===== config.mk =====
export PLATFORM = sky130hd
export DESIGN_NAME = vga_text_writer
export DESIGN_NICKNAME = d
export VERILOG_FILES = /design/src/rtl/vga_text_writer.sv
export SDC_FILE = /design/constraint.sdc
export NUM_CORES = 1
export LEC_CHECK = 0
export ABC_AREA = 1
export BUFFER_PORTS_ARGS = -buffer_cell sky130_fd_sc_hd__buf_2
export CAP_MARGIN = 40
export CORE_MARGIN = 2
export CORE_UTILIZATION = 50
export CTS_BUF_LIST = sky130_fd_sc_hd__clkbuf_4 sky130_fd_sc_hd__clkbuf_8
export DETAILED_ROUTE_END_ITERATION = 7
export PLACE_DENSITY = 0.81
export REMOVE_ABC_BUFFERS = 1
export SYNTH_ARGS = -nofsm -noshare
export SYNTH_HDL_FRONTEND = slang
export SYNTH_SLANG_ARGS = --single-unit
export TNS_END_PERCENT = 20

===== constraint.sdc =====
create_clock -name vclk -period 1.65 [get_ports vclk]
set_input_delay 0.0825 -clock vclk [delete_from_list [all_inputs] [get_ports vclk]]
set_output_delay 0.0825 -clock vclk [all_outputs]
set_load 0.01 [all_outputs]

===== src/rtl/vga_text_writer.sv =====
// Character-stream writer for the vga_text video RAM port: cursor, CR/LF/BS handling, scrolling.
// Optional: define VGA_TEXT_WRITER_FF_CLEAR_EN so that 0x0C clears the screen and homes the cursor.
module vga_text_writer #(
  parameter int unsigned COLS  = 80,
  parameter int unsigned ROWS  = 30,
  parameter logic [7:0]  BLANK = 8'h20
) (
  input  logic        vclk,
  input  logic        rst,
  input  logic [7:0]  char_in,
  input  logic        char_valid,
  output logic        char_ready,
  output logic [11:0] vram_addr,
  output logic [7:0]  vram_dout,
  output logic        vram_we,
  input  logic [7:0]  vram_din,
  output logic [6:0]  cursor_col,
  output logic [4:0]  cursor_row,
  output logic        busy
);

  localparam logic [2:0] ST_CLEAR  = 3'd0;
  localparam logic [2:0] ST_IDLE   = 3'd1;
  localparam logic [2:0] ST_WRITE  = 3'd2;
  localparam logic [2:0] ST_SC_RD  = 3'd3;
  localparam logic [2:0] ST_SC_WR  = 3'd4;
  localparam logic [2:0] ST_SC_CLR = 3'd5;

  localparam logic [11:0] COLS_W   = 12'(COLS);
  localparam logic [11:0] LAST     = 12'(COLS * ROWS - 1);
  localparam logic [11:0] CLR_BASE = 12'((ROWS - 1) * COLS);
  localparam logic [6:0]  COL_LAST = 7'(COLS - 1);
  localparam logic [4:0]  ROW_LAST = 5'(ROWS - 1);

  logic [2:0]  state_q, state_d;
  logic [11:0] ptr_q, ptr_d;
  logic [11:0] line_base_q, line_base_d;
  logic [6:0]  col_q, col_d;
  logic [4:0]  row_q, row_d;
  logic [7:0]  char_q, char_d;
  logic        cr_hold_q, cr_hold_d;
  logic        accept;

  // A CR leaves the writer in IDLE but withholds ready for one cycle.
  assign char_ready = (state_q == ST_IDLE) && !cr_hold_q;
  assign accept     = char_ready && char_valid;
  assign cursor_col = col_q;
  assign cursor_row = row_q;

  always_comb begin
    state_d     = state_q;
    ptr_d       = ptr_q;
    line_base_d = line_base_q;
    col_d       = col_q;
    row_d       = row_q;
    char_d      = char_q;
    cr_hold_d   = 1'b0;
    case (state_q)
      ST_CLEAR: begin
        if (ptr_q == LAST) begin
          state_d = ST_IDLE;
          ptr_d   = '0;
        end else begin
          ptr_d = ptr_q + 12'd1;
        end
      end
      ST_IDLE: begin
        if (accept) begin
          case (char_in)
            8'h0D: begin
              col_d     = '0;
              cr_hold_d = 1'b1;
            end
            8'h0A: begin
              if (row_q != ROW_LAST) begin
                row_d       = row_q + 5'd1;
                line_base_d = line_base_q + COLS_W;
              end else begin
                state_d = ST_SC_RD;
                ptr_d   = COLS_W;
              end
            end
            8'h08: begin
              if (col_q != 7'd0) col_d = col_q - 7'd1;
            end
`ifdef VGA_TEXT_WRITER_FF_CLEAR_EN
            8'h0C: begin
              state_d     = ST_CLEAR;
              ptr_d       = '0;
              col_d       = '0;
              row_d       = '0;
              line_base_d = '0;
            end
`endif
            default: begin
              char_d  = char_in;
              state_d = ST_WRITE;
            end
          endcase
        end
      end
      ST_WRITE: begin
        if (col_q == COL_LAST) begin
          col_d = '0;
          if (row_q != ROW_LAST) begin
            row_d       = row_q + 5'd1;
            line_base_d = line_base_q + COLS_W;
            state_d     = ST_IDLE;
          end else begin
            state_d = ST_SC_RD;
            ptr_d   = COLS_W;
          end
        end else begin
          col_d   = col_q + 7'd1;
          state_d = ST_IDLE;
        end
      end
      ST_SC_RD: begin
        state_d = ST_SC_WR;
      end
      ST_SC_WR: begin
        if (ptr_q == LAST) begin
          state_d = ST_SC_CLR;
          ptr_d   = CLR_BASE;
        end else begin
          state_d = ST_SC_RD;
          ptr_d   = ptr_q + 12'd1;
        end
      end
      ST_SC_CLR: begin
        if (ptr_q == LAST) begin
          state_d = ST_IDLE;
          ptr_d   = '0;
        end else begin
          ptr_d = ptr_q + 12'd1;
        end
      end
      default: begin
        state_d = ST_CLEAR;
        ptr_d   = '0;
      end
    endcase
  end

  always_ff @(posedge vclk) begin
    if (rst) begin
      state_q     <= ST_CLEAR;
      ptr_q       <= '0;
      line_base_q <= '0;
      col_q       <= '0;
      row_q       <= '0;
      char_q      <= '0;
      cr_hold_q   <= 1'b0;
    end else begin
      state_q     <= state_d;
      ptr_q       <= ptr_d;
      line_base_q <= line_base_d;
      col_q       <= col_d;
      row_q       <= row_d;
      char_q      <= char_d;
      cr_hold_q   <= cr_hold_d;
    end
  end

  always_comb begin
    vram_we   = 1'b0;
    vram_addr = ptr_q;
    vram_dout = BLANK;
    busy      = 1'b0;
    case (state_q)
      ST_CLEAR, ST_SC_CLR: begin
        vram_we = 1'b1;
        busy    = 1'b1;
      end
      ST_WRITE: begin
        vram_we   = 1'b1;
        vram_addr = line_base_q + {5'd0, col_q};
        vram_dout = char_q;
      end
      ST_SC_RD: begin
        busy = 1'b1;
      end
      ST_SC_WR: begin
        // Source cell was read last cycle; write it one row up.
        vram_we   = 1'b1;
        vram_addr = ptr_q - COLS_W;
        vram_dout = vram_din;
        busy      = 1'b1;
      end
      default: begin
        vram_we = 1'b0;
      end
    endcase
  end

endmodule


# [Word-level counts from Yosys, hierarchy flattened]
# Cells that the tools add are included.
[classes] bitwise=4 order_cmp=0 n_div=0 n_addsub=7 n_reduce_logical=17 n_mux=35 n_mul=0 shifts=0 eq_ne=19
[op_table] cell="12-bit 2-to-1 mux" count=10
[op_table] cell="12-bit one-hot mux with 5 select lines" count=1
[op_table] cell="12-bit one-hot mux with 2 select lines" count=2
[op_table] cell="7-bit one-hot mux with 2 select lines" count=2
[op_table] cell="8-bit by 4-bit equality test with 1-bit output, second input constant" count=3
[op_table] cell="7-bit 2-to-1 mux" count=3
[op_table] cell="5-bit 2-to-1 mux" count=4
[op_table] cell="8-bit one-hot mux with 2 select lines" count=1
[op_table] cell="4-bit AND reduction" count=4
[op_table] cell="3-bit 2-to-1 mux" count=5
[op_table] cell="3-bit one-hot mux with 5 select lines" count=1
[op_table] cell="12-bit by 1-bit adder with 12-bit output, second input constant" count=1
[op_table] cell="12-bit by 7-bit adder with 12-bit output" count=1
[op_table] cell="12-bit by 7-bit adder with 12-bit output, second input constant" count=1
[op_table] cell="12-bit equality test, second input constant" count=1
[op_table] cell="12-bit by 7-bit subtractor with 12-bit output, second input constant" count=1
[op_table] cell="5-bit one-hot mux with 2 select lines" count=1
[op_table] cell="4-bit OR reduction" count=2
[op_table] cell="7-bit by 1-bit adder with 7-bit output, second input constant" count=1
[op_table] cell="7-bit equality test, second input constant" count=1
[op_table] cell="7-bit nonzero test" count=1
[op_table] cell="7-bit by 1-bit subtractor with 7-bit output, second input constant" count=1
[op_table] cell="3-bit by 2-bit equality test with 1-bit output, second input constant" count=2
[op_table] cell="3-bit equality test, second input constant" count=2
[op_table] cell="other kinds (18)" count=30
[totals] wordCells=89 mem_bits_rw=0 romBits=0 input_bits=19 memories=0 latch_bits=0 ff_bits=48

# [Depth between registers and ports, before layout]
# Gate-level depths: netlist of the first run.
[depth] word_depth=5 mapped_depth=11

# [Worst setup path after synthesis of the first run]
# No wires, ideal clock.
[synth_path] kind="register to output" start="register ptr_q[4]" end="output vram_addr[10]" path_stages_with_launch=9 required_ns=1.567 arrival_ns=1.596 path_slack_ns=-0.029 path_cell_list="dfxtp_1 clkbuf_1 inv_1 ha_1 or2_2 nand4_1 o21ai_0 o21ai_0 o21ai_0"
[synth_between] elab_chain_cells=2
[synth_lines] element="start: declaration" line_no="36" text="logic [11:0] ptr_q, ptr_d;"
[synth_lines] element="start signal: assignment" line_no="156" text="ptr_q <= ptr_d;"
[synth_lines] element="12-bit by 7-bit subtractor with 12-bit output" line_no="186" text="vram_addr = ptr_q - COLS_W;"
[synth_lines] element="12-bit one-hot mux with 2 select lines" line_no="170" text="case (state_q)"
[synth_lines] element="end: declaration" line_no="13" text="output logic [11:0] vram_addr,"
# Every way passes these cells.

# [Worst setup path after layout of the first run]
[layout_path] start="register line_base_q[6]" end="output vram_addr[11]"
[layout_between] elab_chain_cells=2
[layout_lines] element="start: declaration" line_no="37" text="logic [11:0] line_base_q, line_base_d;"
[layout_lines] element="start signal: assignment" line_no="157" text="line_base_q <= line_base_d;"
[layout_lines] element="12-bit by 7-bit adder with 12-bit output" line_no="177" text="vram_addr = line_base_q + {5'd0, col_q};"
[layout_lines] element="12-bit one-hot mux with 2 select lines" line_no="170"
# Every way passes these cells.

==> insert_results.sql, run 1 <==
INSERT INTO impl_metrics (metric_group, metric, value, unit) VALUES
('outcome', 'status', 'finished with violations', ''),
('outcome', 'violations', 'setup timing', ''),
('global_route', 'largest_net_degree_at_the_start_of_global_routing', '20', ''),
('routing', 'ant_nets', '0', ''),
('power', 'power_frac_clock', '0.425', ''),
('timing', 'rsz0062_at_grt', 'yes', ''),
('global_route', 'met2_usage_in_global_routing', '0.492', ''),
('power', 'sw_frac_of_total', '0.253', ''),
('finish', 'drive_above_1_share', '0.316', ''),
('logic_synthesis', 'dominant_synthesized_flop_cell', 'sky130_fd_sc_hd__dfxtp_1', ''),
('power', 'internal-power', '1.57', 'mW'),
('worst_setup_path', 'crit_path_max_incr_delay', '370', 'ps'),
('timing', 'relSlewSlack', '0.713', ''),
('floorplanning', 'full_die_area', '7460', 'um^2'),
('finish', 'antenna_cells_inserted', '0', ''),
('global_route', 'grt_antenna_before_repair', '0', ''),
('clocking', 'htreeDepth', '2', ''),
('routing', 'routed-via-count', '4405', ''),
('floorplanning', 'rows', '30', ''),
('power', 'cellPowerDensity', '456', 'nW/um^2'),
('timing', 'timing_hold_violations_final', '0', ''),
('placement', 'place.detailed.hpwl', '7430', 'um'),
('global_route', 'wire_length_of_the_first_global_routing_pass', '17400', 'um'),
('power', 'p_sw', '0.532', 'mW'),
('global_route', 'gr-total-overflow', '0', ''),
('logic_synthesis', 'yosys_register_bits', '44', ''),
('finish', 'layout-area-overhead-vs-synth', '36.2', '%'),
('global_route', 'number_of_global_route_vias_before_repair', '3912', ''),
('logic_synthesis', 'synth_cell_types', '35', ''),
('placement', 'portBuffers', '53', ''),
('worst_setup_path', 'critical_path.max_fanout', '4', ''),
('global_route', 'grtUsageTotal', '0.286', ''),
('worst_setup_path', 'critical_path_buf_inv_count', '2', ''),
('routing', 'via_per_inst', '5.87', ''),
('global_route', 'grt-busiest-layer', 'met2', ''),
('finish', 'finish.utilization', '0.691', ''),
('worst_setup_path', 'path_class', 'flip-flop to primary output', ''),
('floorplanning', 'start_util', '0.508', ''),
('routing', 'drcViolationCount', '0', ''),
('floorplanning', 'floorplan.core_area', '6680', 'um^2'),
('worst_setup_path', 'cp.required', '1570', 'ps'),
('clocking', 'cts_sinks', '44', ''),
('logic_synthesis', 'async_reset_ff_frac', '0', ''),
('timing', 'timing_worst_slew_pin_value', '430', 'ps'),
('finish', 'most_common_library_cell_in_the_layout_ignoring_fill_and_taps', 'sky130_fd_sc_hd__nand2_1', ''),
('power', 'p_comb_frac', '0.069', ''),
('clocking', 'clock_tree_from_tritoncts', 'done', ''),
('routing', 'avgRoutedWirePerCell', '16.1', 'um'),
('placement', 'placement.setup.worst_slack', '-3.17', 'ps'),
('floorplanning', 'chipHeight', '86.4', 'um'),
('clocking', 'clock-root-buffer', 'sky130_fd_sc_hd__clkbuf_8', ''),
('power', 'static-leakage-power', '2.22', 'nW'),
('timing', 'postLayoutSetupSlackWorst', '-341', 'ps'),
('timing', 'final-setup-viol-count', '24', ''),
('logic_synthesis', 'synthesis.area', '3390', 'um^2'),
('worst_setup_path', 'worst_ep_arrival_time', '1910', 'ps'),
('hold_path', 'min-delay-path-class', 'primary input to flip-flop', ''),
('logic_synthesis', 'ys_warn_count', '0', ''),
('logic_synthesis', 'syn_avg_cell_area', '6.04', 'um^2'),
('clocking', 'cts_buffers', '5', ''),
('finish', 'num-nets-final', '702', ''),
('timing', 'fmax', '0.502', 'GHz'),
('logic_synthesis', 'synth_enable_flop_cells', '0', ''),
('power', 'power', '2.10', 'mW'),
('timing', 'final.setup_skew', '12.2', 'ps'),
('timing', 'min_period_over_period', '1.21', ''),
('placement', 'place.gp.congestion', '1.00', ''),
('timing', 'min_period', '1990', 'ps'),
('floorplanning', 'top_level_ports', '54', ''),
('run', 'drv.max_cap_violation_count', '0', ''),
('worst_setup_path', 'critical_path.top_delay_family', 'simple AND/OR/NAND/NOR gates', '');
[cell families after synthesis]
logic type,count (synthesis),synth area share
flops,44,0.260
buf+inv,81,0.0930
simple gates,325,0.419
fa+ha+maj,13,0.0502
xor+xnor,12,0.0310
compound gates,87,0.147
[per-stage QoR]
| stage | instance area [um^2] | instances | hold WS [ps] | setup TNS [ps] |
|---|---|---|---|---|
| 2_1_floorplan | 3320 | 545 | 152 | -892 |
| 3_3_place_gp | 4050 | 727 | 417 | 0 |
| 3_5_place_dp | 4050 | 727 | 423 | -5.10 |
| 4_1_cts | 4320 | 741 | 104 | -1420 |
| 5_1_grt | 4620 | 751 | 93.9 | -4720 |
| 6_report | 4620 | 751 | 101 | -2550 |
[worst paths after layout]
path / from / endpoint / slack, ps / depth (start not counted)
min: char_valid / cr_hold_q$_SDFF_PP0_ / 100 / 3
max: line_base_q[6]$_SDFFE_PP0P_ / vram_addr[11] / -340 / 10
max reg2reg: ptr_q[4]$_SDFFE_PP0P_ / ptr_q[6]$_SDFFE_PP0P_ / -50 / 10
min reg2reg: char_q[0]$_SDFFE_PP0P_ / char_q[0]$_SDFFE_PP0P_ / 480 / 2
[cells in the mapped netlist (all sizes together), types with 2 or more instances]
| cell type | count | area, um^2 |
|---|---|---|
| xnor2 | 3 | 26.3 |
| a21oi | 26 | 138 |
| inv | 64 | 240 |
| a22o | 7 | 61.3 |
| buf | 9 | 45.1 |
| xor2 | 9 | 78.8 |
| dfxtp | 44 | 881 |
| nand2 | 157 | 597 |
| nor2 | 90 | 375 |
| or2 | 2 | 12.5 |
| o21ai | 44 | 228 |
| o22ai | 3 | 18.8 |
| nand3 | 59 | 333 |
| clkbuf | 8 | 30.0 |
| nand4 | 10 | 62.6 |
| nor3 | 6 | 35.0 |
| ha | 12 | 150 |
| o211ai | 3 | 22.5 |
[state kept, by name (all words and copies together) (netlist names)]
signal and count:
line_base_q 8, cursor_row 5, state_q 3, char_q 8
cursor_col 7, ptr_q 12, cr_hold_q 1
[tightest hold or removal path: cells and delay by family]
kind          cells  cell delay [ps]
simple gates      2              150
buf+inv           1              130
[routing by layer]
layer  part of all wire  up-vias
li1                   -     2043
met1               0.37     2008
met2               0.49      278
met3              0.077       76
met4              0.055        0
met5                  0        -
[layout make-up]
| cell class | count | area, um^2 |
|---|---|---|
| clock buffers | 5 | 68.8 |
| clock inverters | 3 | 46.3 |
| fillers | 533 | 2060 |
| inverters | 64 | 260 |
| multi-input cells | 437 | 2440 |
| flip-flops and latches | 44 | 910 |
| well taps | 80 | 100 |
| repair buffers | 118 | 796 |
[power by group through the flow]
stage	registers [mW]	clock network [mW]	logic [mW]
2_1_floorplan	1.10	0	0.0553
3_3_place_gp	1.10	0	0.126
3_5_place_dp	1.10	0	0.129
4_1_cts	1.07	0.885	0.130
5_1_grt	1.07	0.923	0.155
6_report	1.07	0.895	0.145
[repair_timing]
| action | CTS | global route |
|---|---|---|
| setup endpoints to repair | 21 | 59 |
| gates cloned | 0 | 0 |
| pin swaps | 11 | 31 |
| hold endpoints to repair | 0 | 0 |
| resized for setup | 37 | 68 |
| buffers inserted | 7 | 10 |
Power figures use the tool's default switching activity.
==> run 2: changes to the inputs <==
--- a/config.mk
+++ b/config.mk
@@ -7,7 +7,7 @@
 export LEC_CHECK = 0
 export ABC_AREA = 1
 export BUFFER_PORTS_ARGS = -buffer_cell sky130_fd_sc_hd__buf_2
-export CAP_MARGIN = 40
+export CORE_ASPECT_RATIO = 2
 export CORE_MARGIN = 2
 export CORE_UTILIZATION = 50
 export CTS_BUF_LIST = sky130_fd_sc_hd__clkbuf_4 sky130_fd_sc_hd__clkbuf_8
==> run 2 against run 1 <==
  * Sequential power hardly changed
  * Clock power decreased by 14%
  * Critical endpoint is now vram_addr[10]
  * The run still ends with setup timing left
  * Largest cell class unchanged
  * First-iteration DRC count down 35%
  * Routed wire length shrank 6.3%
  * Highest routed layer unchanged
==> insert_results.sql, run 2 (synthesis results as in run 1) <==
INSERT INTO impl_metrics (metric_group, metric, value, unit) VALUES
('timing', 'holdWs', '87.5', 'ps'),
('worst_setup_path', 'critical_path_depth', '9', ''),
('routing', 'via_per_inst', '5.55', ''),
('clocking', 'clock-root-buffer', 'sky130_fd_sc_hd__clkbuf_8', ''),
('finish', 'final_cell_mix', 'sky130_fd_sc_hd__nand2_1, sky130_fd_sc_hd__nor2_1, sky130_fd_sc_hd__buf_4, sky130_fd_sc_hd__inv_1, sky130_fd_sc_hd__buf_2', ''),
('floorplanning', 'chipHeight', '120', 'um'),
('finish', 'finish.utilization', '0.713', ''),
('worst_setup_path', 'critPathCapture', 'vram_addr[10]', ''),
('hold_path', 'min-delay-path-class', 'primary input to flip-flop', ''),
('timing', 'postLayoutSetupSlackWorst', '-269', 'ps'),
('timing', 'min_period', '1920', 'ps'),
('clocking', 'htreeDepth', '2', ''),
('worst_setup_path', 'path_class', 'flip-flop to primary output', ''),
('timing', 'timing_worst_slew_pin_value', '408', 'ps'),
('routing', 'ant_nets', '0', ''),
('finish', 'drive_above_1_share', '0.314', ''),
('global_route', 'wire_length_of_the_first_global_routing_pass', '17700', 'um'),
('global_route', 'largest_net_degree_at_the_start_of_global_routing', '20', ''),
('worst_setup_path', 'crit_path_max_incr_delay', '380', 'ps'),
('floorplanning', 'top_level_ports', '54', ''),
('timing', 'rsz0062_at_grt', 'yes', ''),
('timing', 'setup_total_negative_slack', '-1740', 'ps'),
('timing', 'final.setup_skew', '12.2', 'ps'),
('timing', 'fmax', '0.521', 'GHz'),
('global_route', 'grtUsageTotal', '0.293', ''),
('clocking', 'path_clk_slew', '90', 'ps'),
('floorplanning', 'floorplan.core_area', '6570', 'um^2'),
('worst_setup_path', 'reg2reg_setup_slack', '-60', 'ps'),
('floorplanning', 'full_die_area', '7500', 'um^2'),
('power', 'irDropWorstVdd', '0.621', 'mV'),
('power', 'cellPowerDensity', '420', 'nW/um^2'),
('clocking', 'cts-hold-fix-buffers', '0', ''),
('timing', 'relSlewSlack', '0.726', ''),
('routing', 'route.final.wire_length', '11300', 'um'),
('routing', 'drcViolationCount', '0', ''),
('finish', 'largest_registers', 'ptr_q x12, char_q x8, line_base_q x8', ''),
('worst_setup_path', 'crit_path_start', 'cursor_col[4]$_SDFFE_PP0P_', ''),
('clocking', 'clk-insertion-delay-late', '320', 'ps'),
('worst_setup_path', 'ff2ff_path_depth', '12', ''),
('outcome', 'status', 'finished with violations', ''),
('global_route', 'gr-total-overflow', '0', ''),
('floorplanning', 'rows', '42', ''),
('timing', 'min_period_over_period', '1.16', ''),
('finish', 'layout-area-overhead-vs-synth', '38.1', '%'),
('finish', 'antenna_cells_inserted', '0', ''),
('worst_setup_path', 'critical_path.cell_chain', 'ha_4 -> fa_2 -> nand2_2 -> nand2_2 -> nand2_2 -> o21ai_1 -> o21ai_1 -> o21ai_1 -> buf_2', ''),
('finish', 'most_common_library_cell_in_the_layout_ignoring_fill_and_taps', 'sky130_fd_sc_hd__nand2_1', ''),
('timing', 'maxSlewViolCount', '0', ''),
('placement', 'dpl_cell_area', '4150', 'um^2'),
('worst_setup_path', 'critical_path.top_delay_family', 'adder cells', ''),
('finish', 'largest-register', 'ptr_q', ''),
('worst_setup_path', 'worst_path_max_delay_cell', 'sky130_fd_sc_hd__dfxtp_4', ''),
('finish', 'design_area', '4680', 'um^2'),
('routing', 'avgRoutedWirePerCell', '14.8', 'um'),
('placement', 'place.detailed.hpwl', '7920', 'um'),
('timing', 'timing_hold_violations_final', '0', ''),
('timing', 'final-setup-viol-count', '22', ''),
('global_route', 'number_of_global_route_vias_before_repair', '4081', ''),
('floorplanning', 'die_w', '62.2', 'um'),
('worst_setup_path', 'critical_path.max_fanout', '3', ''),
('outcome', 'violations', 'setup timing', ''),
('clocking', 'clock_tree_from_tritoncts', 'done', ''),
('clocking', 'cts_sinks', '44', ''),
('floorplanning', 'start_util', '0.516', ''),
('worst_setup_path', 'critPathCaptureType', 'primary output', ''),
('worst_setup_path', 'r2r-end', 'cursor_row[1]$_SDFFE_PP0P_', ''),
('routing', 'firstDrtPassIters', '7', ''),
('power', 'static-leakage-power', '2.23', 'nW'),
('finish', 'number_of_flip_flops_under_the_largest_register_name', '12', ''),
('worst_setup_path', 'reg2reg_from', 'cursor_col[5]$_SDFFE_PP0P_', ''),
('worst_setup_path', 'worst_ep_arrival_time', '1840', 'ps'),
('worst_setup_path', 'worst_setup_path_start_kind', 'flip-flop', ''),
('global_route', 'grt_antenna_before_repair', '0', ''),
('placement', 'placement.setup.worst_slack', '-168', 'ps'),
('routing', 'routed-via-count', '4249', ''),
('clocking', 'cts.path.max_buffers', '2', ''),
('routing', 'drt_iter0_markers', '254', ''),
('finish', 'num-nets-final', '709', ''),
('placement', 'portBuffers', '53', ''),
('placement', 'place.gp.congestion', '0.893', ''),
('worst_setup_path', 'cp.required', '1570', 'ps'),
('clocking', 'cts_buffers', '5', ''),
('worst_setup_path', 'critical_path_buf_inv_count', '1', ''),
('run', 'drv.max_cap_violation_count', '0', '');
[run 2: cell count changes in the layout (fill, tap and decap cells not counted), sizes merged]
cell / previous run / this run
bufinv: 1 / 0
inv: 65 / 64
buf: 118 / 125
clkbuf: 5 / 7
[run 2: report_power, final]
| part | total (mW) | switching, mW | internal, mW |
|---|---|---|---|
| Clock | 0.770 | 0.412 | 0.358 |
| Combinational | 0.131 | 0.0754 | 0.0560 |
| Sequential | 1.06 | 0.00588 | 1.06 |
[run 2: layout make-up]
class,instances,area [um^2]
Inverter,64,258
Sequential cell,44,910
Tap cell,88,110
Fill cell,511,1890
Clock inverter,1,7.51
Clock buffer,7,90.1
Multi-Input combinational cell,437,2420
Timing Repair Buffer,125,890
[run 2: routing by layer]
metal | GRT usage | wire length (um)
met4 | 0.203 | 658
met3 | 0.0428 | 550
met1 | 0.263 | 3850
met2 | 0.582 | 6240
met5 | 0 | 0
[run 2: worst reg2reg max path: stages (launching register included)]
cell	delay [ps]
sky130_fd_sc_hd__dfxtp_4	380
sky130_fd_sc_hd__buf_4	140
sky130_fd_sc_hd__nor2_1	140
sky130_fd_sc_hd__nand2_2	100
sky130_fd_sc_hd__nor2_2	110
sky130_fd_sc_hd__nor2_1	60
sky130_fd_sc_hd__buf_4	150
sky130_fd_sc_hd__nor2_4	130
sky130_fd_sc_hd__nand2_1	110
sky130_fd_sc_hd__inv_2	120
sky130_fd_sc_hd__nand2_1	70
sky130_fd_sc_hd__nand2_1	60
sky130_fd_sc_hd__nor2_1	40
[run 2: metrics by stage]
step | instances | total power [mW]
after detailed placement | 740 | 1.23
after global routing | 766 | 2.03
after CTS | 761 | 1.98
after global placement | 740 | 1.22
after floorplan | 545 | 1.15
final | 766 | 1.97
[run 2: worst min path at each step]
stage | start | to | cells after the start
2_1_floorplan | rst | cursor_row[2]$_SDFFE_PP0P_ | 1
3_3_place_gp | char_in[1] | char_q[1]$_SDFFE_PP0P_ | 3
3_5_place_dp | char_in[1] | char_q[1]$_SDFFE_PP0P_ | 3
4_1_cts | char_in[1] | char_q[1]$_SDFFE_PP0P_ | 3
5_1_grt | char_valid | cr_hold_q$_SDFF_PP0_ | 3
6_report | char_in[1] | char_q[1]$_SDFFE_PP0P_ | 3
[run 2: timing repair]
action,CTS,global route
hold endpoints to repair,0,0
setup buffers,13,6
pin swaps,16,13
setup endpoints to repair,43,60
resized for setup,54,42
==> run 3: changes to the inputs <==
--- a/config.mk
+++ b/config.mk
@@ -12,8 +12,9 @@
 export CORE_UTILIZATION = 50
 export CTS_BUF_LIST = sky130_fd_sc_hd__clkbuf_4 sky130_fd_sc_hd__clkbuf_8
 export DETAILED_ROUTE_END_ITERATION = 7
-export PLACE_DENSITY = 0.81
+export PLACE_DENSITY = 0.78
 export REMOVE_ABC_BUFFERS = 1
+export SKIP_LAST_GASP = 1
 export SYNTH_ARGS = -nofsm -noshare
 export SYNTH_HDL_FRONTEND = slang
 export SYNTH_SLANG_ARGS = --single-unit
==> constraint.sdc (replaced) <==
create_clock -name vclk -period 1.9 [get_ports vclk]
set_input_delay 0.095 -clock vclk [delete_from_list [all_inputs] [get_ports vclk]]
set_output_delay 0.095 -clock vclk [all_outputs]
set_load 0.01 [all_outputs]
==> run 3 against run 2 <==
  * The run still ends with setup timing left
  * Sequential cell count unchanged
  * Clock-buffer cell count unchanged
  * Sequential share of layout area rose by 2.6 points
  * Clock skew up 1.2 ps
  * Cell count shrank 5.7%
  * Via count shrank 6.7%
  * Design area down 12%
  * Clock power fell by 14%
  * Critical path type unchanged
  * Critical endpoint is now vram_addr[6]
  * Largest cell class unchanged
==> insert_results.sql, run 3 (synthesis results as in run 1) <==
INSERT INTO impl_metrics (metric_group, metric, value, unit) VALUES
('outcome', 'status', 'finished with violations', ''),
('placement', 'place.gp.congestion', '0.915', ''),
('routing', 'routed-via-count', '3963', ''),
('clocking', 'htreeDepth', '2', ''),
('floorplanning', 'top_level_ports', '54', ''),
('timing', 'rsz0062_at_grt', 'yes', ''),
('floorplanning', 'full_die_area', '7500', 'um^2'),
('floorplanning', 'rows', '42', ''),
('worst_setup_path', 'worst_setup_path_start_kind', 'flip-flop', ''),
('finish', 'area.sequential', '910', 'um^2'),
('power', 'static-leakage-power', '1.96', 'nW'),
('floorplanning', 'floorplan.core_area', '6570', 'um^2'),
('worst_setup_path', 'critPathCaptureType', 'primary output', ''),
('run', 'drv.max_cap_violation_count', '0', ''),
('timing', 'relSlewSlack', '0.494', ''),
('finish', 'multi_input_area', '2290', 'um^2'),
('finish', 'layout-area-overhead-vs-synth', '21.9', '%'),
('power', 'cellPowerDensity', '406', 'nW/um^2'),
('finish', 'drive_above_1_share', '0.229', ''),
('power', 'irDropWorstVdd', '0.405', 'mV'),
('global_route', 'largest_net_degree_at_the_start_of_global_routing', '25', ''),
('floorplanning', 'chipHeight', '120', 'um'),
('finish', 'number_of_flip_flops_under_the_largest_register_name', '12', ''),
('worst_setup_path', 'r2r-end', 'ptr_q[6]$_SDFFE_PP0P_', ''),
('finish', 'largest_registers', 'ptr_q x12, char_q x8, line_base_q x8', ''),
('finish', 'antenna_cells_inserted', '0', ''),
('global_route', 'number_of_global_route_vias_before_repair', '3656', ''),
('worst_setup_path', 'ff2ff_path_depth', '8', ''),
('routing', 'via_per_inst', '5.49', ''),
('timing', 'min_period_over_period', '1.01', ''),
('timing', 'timing_hold_violations_final', '0', ''),
('routing', 'avgRoutedWirePerCell', '13.7', 'um'),
('placement', 'place.detailed.hpwl', '7600', 'um'),
('worst_setup_path', 'critPathCapture', 'vram_addr[6]', ''),
('clocking', 'cts.path.max_buffers', '2', ''),
('clocking', 'clock-root-buffer', 'sky130_fd_sc_hd__clkbuf_8', ''),
('clocking', 'clock_tree_from_tritoncts', 'done', ''),
('finish', 'final_cell_mix', 'sky130_fd_sc_hd__nand2_1, sky130_fd_sc_hd__nor2_1, sky130_fd_sc_hd__inv_1, sky130_fd_sc_hd__buf_2, sky130_fd_sc_hd__nand3_1', ''),
('timing', 'final-setup-viol-count', '2', ''),
('finish', 'num-nets-final', '665', ''),
('power', 'power', '1.68', 'mW'),
('clocking', 'clk-insertion-delay-late', '320', 'ps'),
('timing', 'timing_worst_slew_pin_value', '759', 'ps'),
('global_route', 'grt_antenna_before_repair', '0', ''),
('finish', 'filler_cell_count', '660', ''),
('timing', 'maxSlewViolCount', '0', ''),
('placement', 'portBuffers', '53', ''),
('worst_setup_path', 'path_class', 'flip-flop to primary output', ''),
('finish', 'design_area', '4140', 'um^2'),
('worst_setup_path', 'crit_path_start', 'line_base_q[4]$_SDFFE_PP0P_', ''),
('power', 'internal-power', '1.27', 'mW'),
('clocking', 'cts_sinks', '44', ''),
('power', 'sw_frac_of_total', '0.245', ''),
('routing', 'ant_nets', '0', ''),
('clocking', 'path_clk_slew', '80', 'ps'),
('floorplanning', 'die_w', '62.2', 'um'),
('worst_setup_path', 'reg2reg_setup_slack', '90', 'ps'),
('clocking', 'cts_buffers', '5', ''),
('power', 'power_frac_clock', '0.393', ''),
('power', 'p_comb_frac', '0.056', ''),
('routing', 'drcViolationCount', '0', ''),
('outcome', 'violations', 'setup timing', ''),
('routing', 'route.final.wire_length', '9880', 'um'),
('global_route', 'wire_length_of_the_first_global_routing_pass', '16000', 'um'),
('power', 'p_sw', '0.411', 'mW'),
('routing', 'drt_iter0_markers', '239', ''),
('global_route', 'grtUsageTotal', '0.264', ''),
('worst_setup_path', 'cp.required', '1800', 'ps'),
('finish', 'finish.utilization', '0.630', ''),
('finish', 'most_common_library_cell_in_the_layout_ignoring_fill_and_taps', 'sky130_fd_sc_hd__nand2_1', ''),
('timing', 'holdWs', '123', 'ps'),
('worst_setup_path', 'critical_path.max_fanout', '5', ''),
('worst_setup_path', 'worst_ep_arrival_time', '1820', 'ps'),
('placement', 'placedCellCount', '707', ''),
('global_route', 'gr-total-overflow', '0', ''),
('finish', 'largest-register', 'ptr_q', ''),
('timing', 'fmax', '0.521', 'GHz'),
('worst_setup_path', 'reg2reg_from', 'ptr_q[1]$_SDFFE_PP0P_', ''),
('power', 'power_share_of_the_sequential_group', '0.551', ''),
('floorplanning', 'start_util', '0.516', ''),
('placement', 'dpl_cell_area', '3850', 'um^2'),
('finish', 'instances_no_fill', '722', ''),
('hold_path', 'min-delay-path-class', 'primary input to flip-flop', ''),
('routing', 'firstDrtPassIters', '5', ''),
('timing', 'postLayoutSetupSlackWorst', '-18.0', 'ps'),
('timing', 'min_period', '1920', 'ps'),
('timing', 'final.setup_skew', '13.4', 'ps');
==> run 3: through the flow <==
step,worst slack [ps],TNS [ps]
after floorplan,31.0,0
after global placement,127,0
after detailed placement,57.6,0
after CTS,-33.6,-125
after global routing,-97.2,-571
final,-18.0,-25.8
==> run 3: worst max-delay path: stages, from the launching register on <==
cell and delay (ps):
sky130_fd_sc_hd__dfxtp_4 380, sky130_fd_sc_hd__ha_4 170, sky130_fd_sc_hd__fa_2 340, sky130_fd_sc_hd__or2_2 300, sky130_fd_sc_hd__nand3_1 100, sky130_fd_sc_hd__o211ai_1 90
sky130_fd_sc_hd__buf_2 140
==> run 3: area by class of cell <==
class,count,area share
clock buffer,7,0.0218
inverter,64,0.0599
multi-input combinational,437,0.555
clock inverter,1,0.00182
sequential,44,0.220
tap,88,0.0266
timing repair buffer,81,0.115
==> run 3: metal layers <==
| layer | GRT usage | wire length (um) | share of wire |
|---|---|---|---|
| met5 | 0 | 0 | 0 |
| met2 | 0.515 | 5470 | 0.55 |
| met3 | 0.0437 | 472 | 0.048 |
| met1 | 0.246 | 3450 | 0.35 |
| met4 | 0.171 | 480 | 0.049 |
==> run 3: power groups by stage <==
stage,logic (mW),registers [mW],clock network [mW]
after CTS,0.0946,0.931,0.665
final,0.0939,0.925,0.659
after floorplan,0.0480,0.954,0
after global routing,0.107,0.926,0.698
after detailed placement,0.0945,0.955,0
after global placement,0.0915,0.955,0
==> run 3: worst min path at each step <==
stage / from / end / slack, ps / cells past startpoint
floorplan: rst / cursor_row[2]$_SDFFE_PP0P_ / 160 / 1
global placement: char_in[1] / char_q[1]$_SDFFE_PP0P_ / 420 / 3
detailed placement: char_in[1] / char_q[1]$_SDFFE_PP0P_ / 430 / 3
CTS: char_in[1] / char_q[1]$_SDFFE_PP0P_ / 110 / 3
global route: char_valid / cr_hold_q$_SDFF_PP0_ / 120 / 3
finish: char_valid / cr_hold_q$_SDFF_PP0_ / 120 / 3
==> run 3: timing repair <==
action,in CTS,in global routing
hold buffers,0,0
setup endpoints to repair,6,25
pin swaps,0,6
setup buffers,0,7
resized for setup,18,27
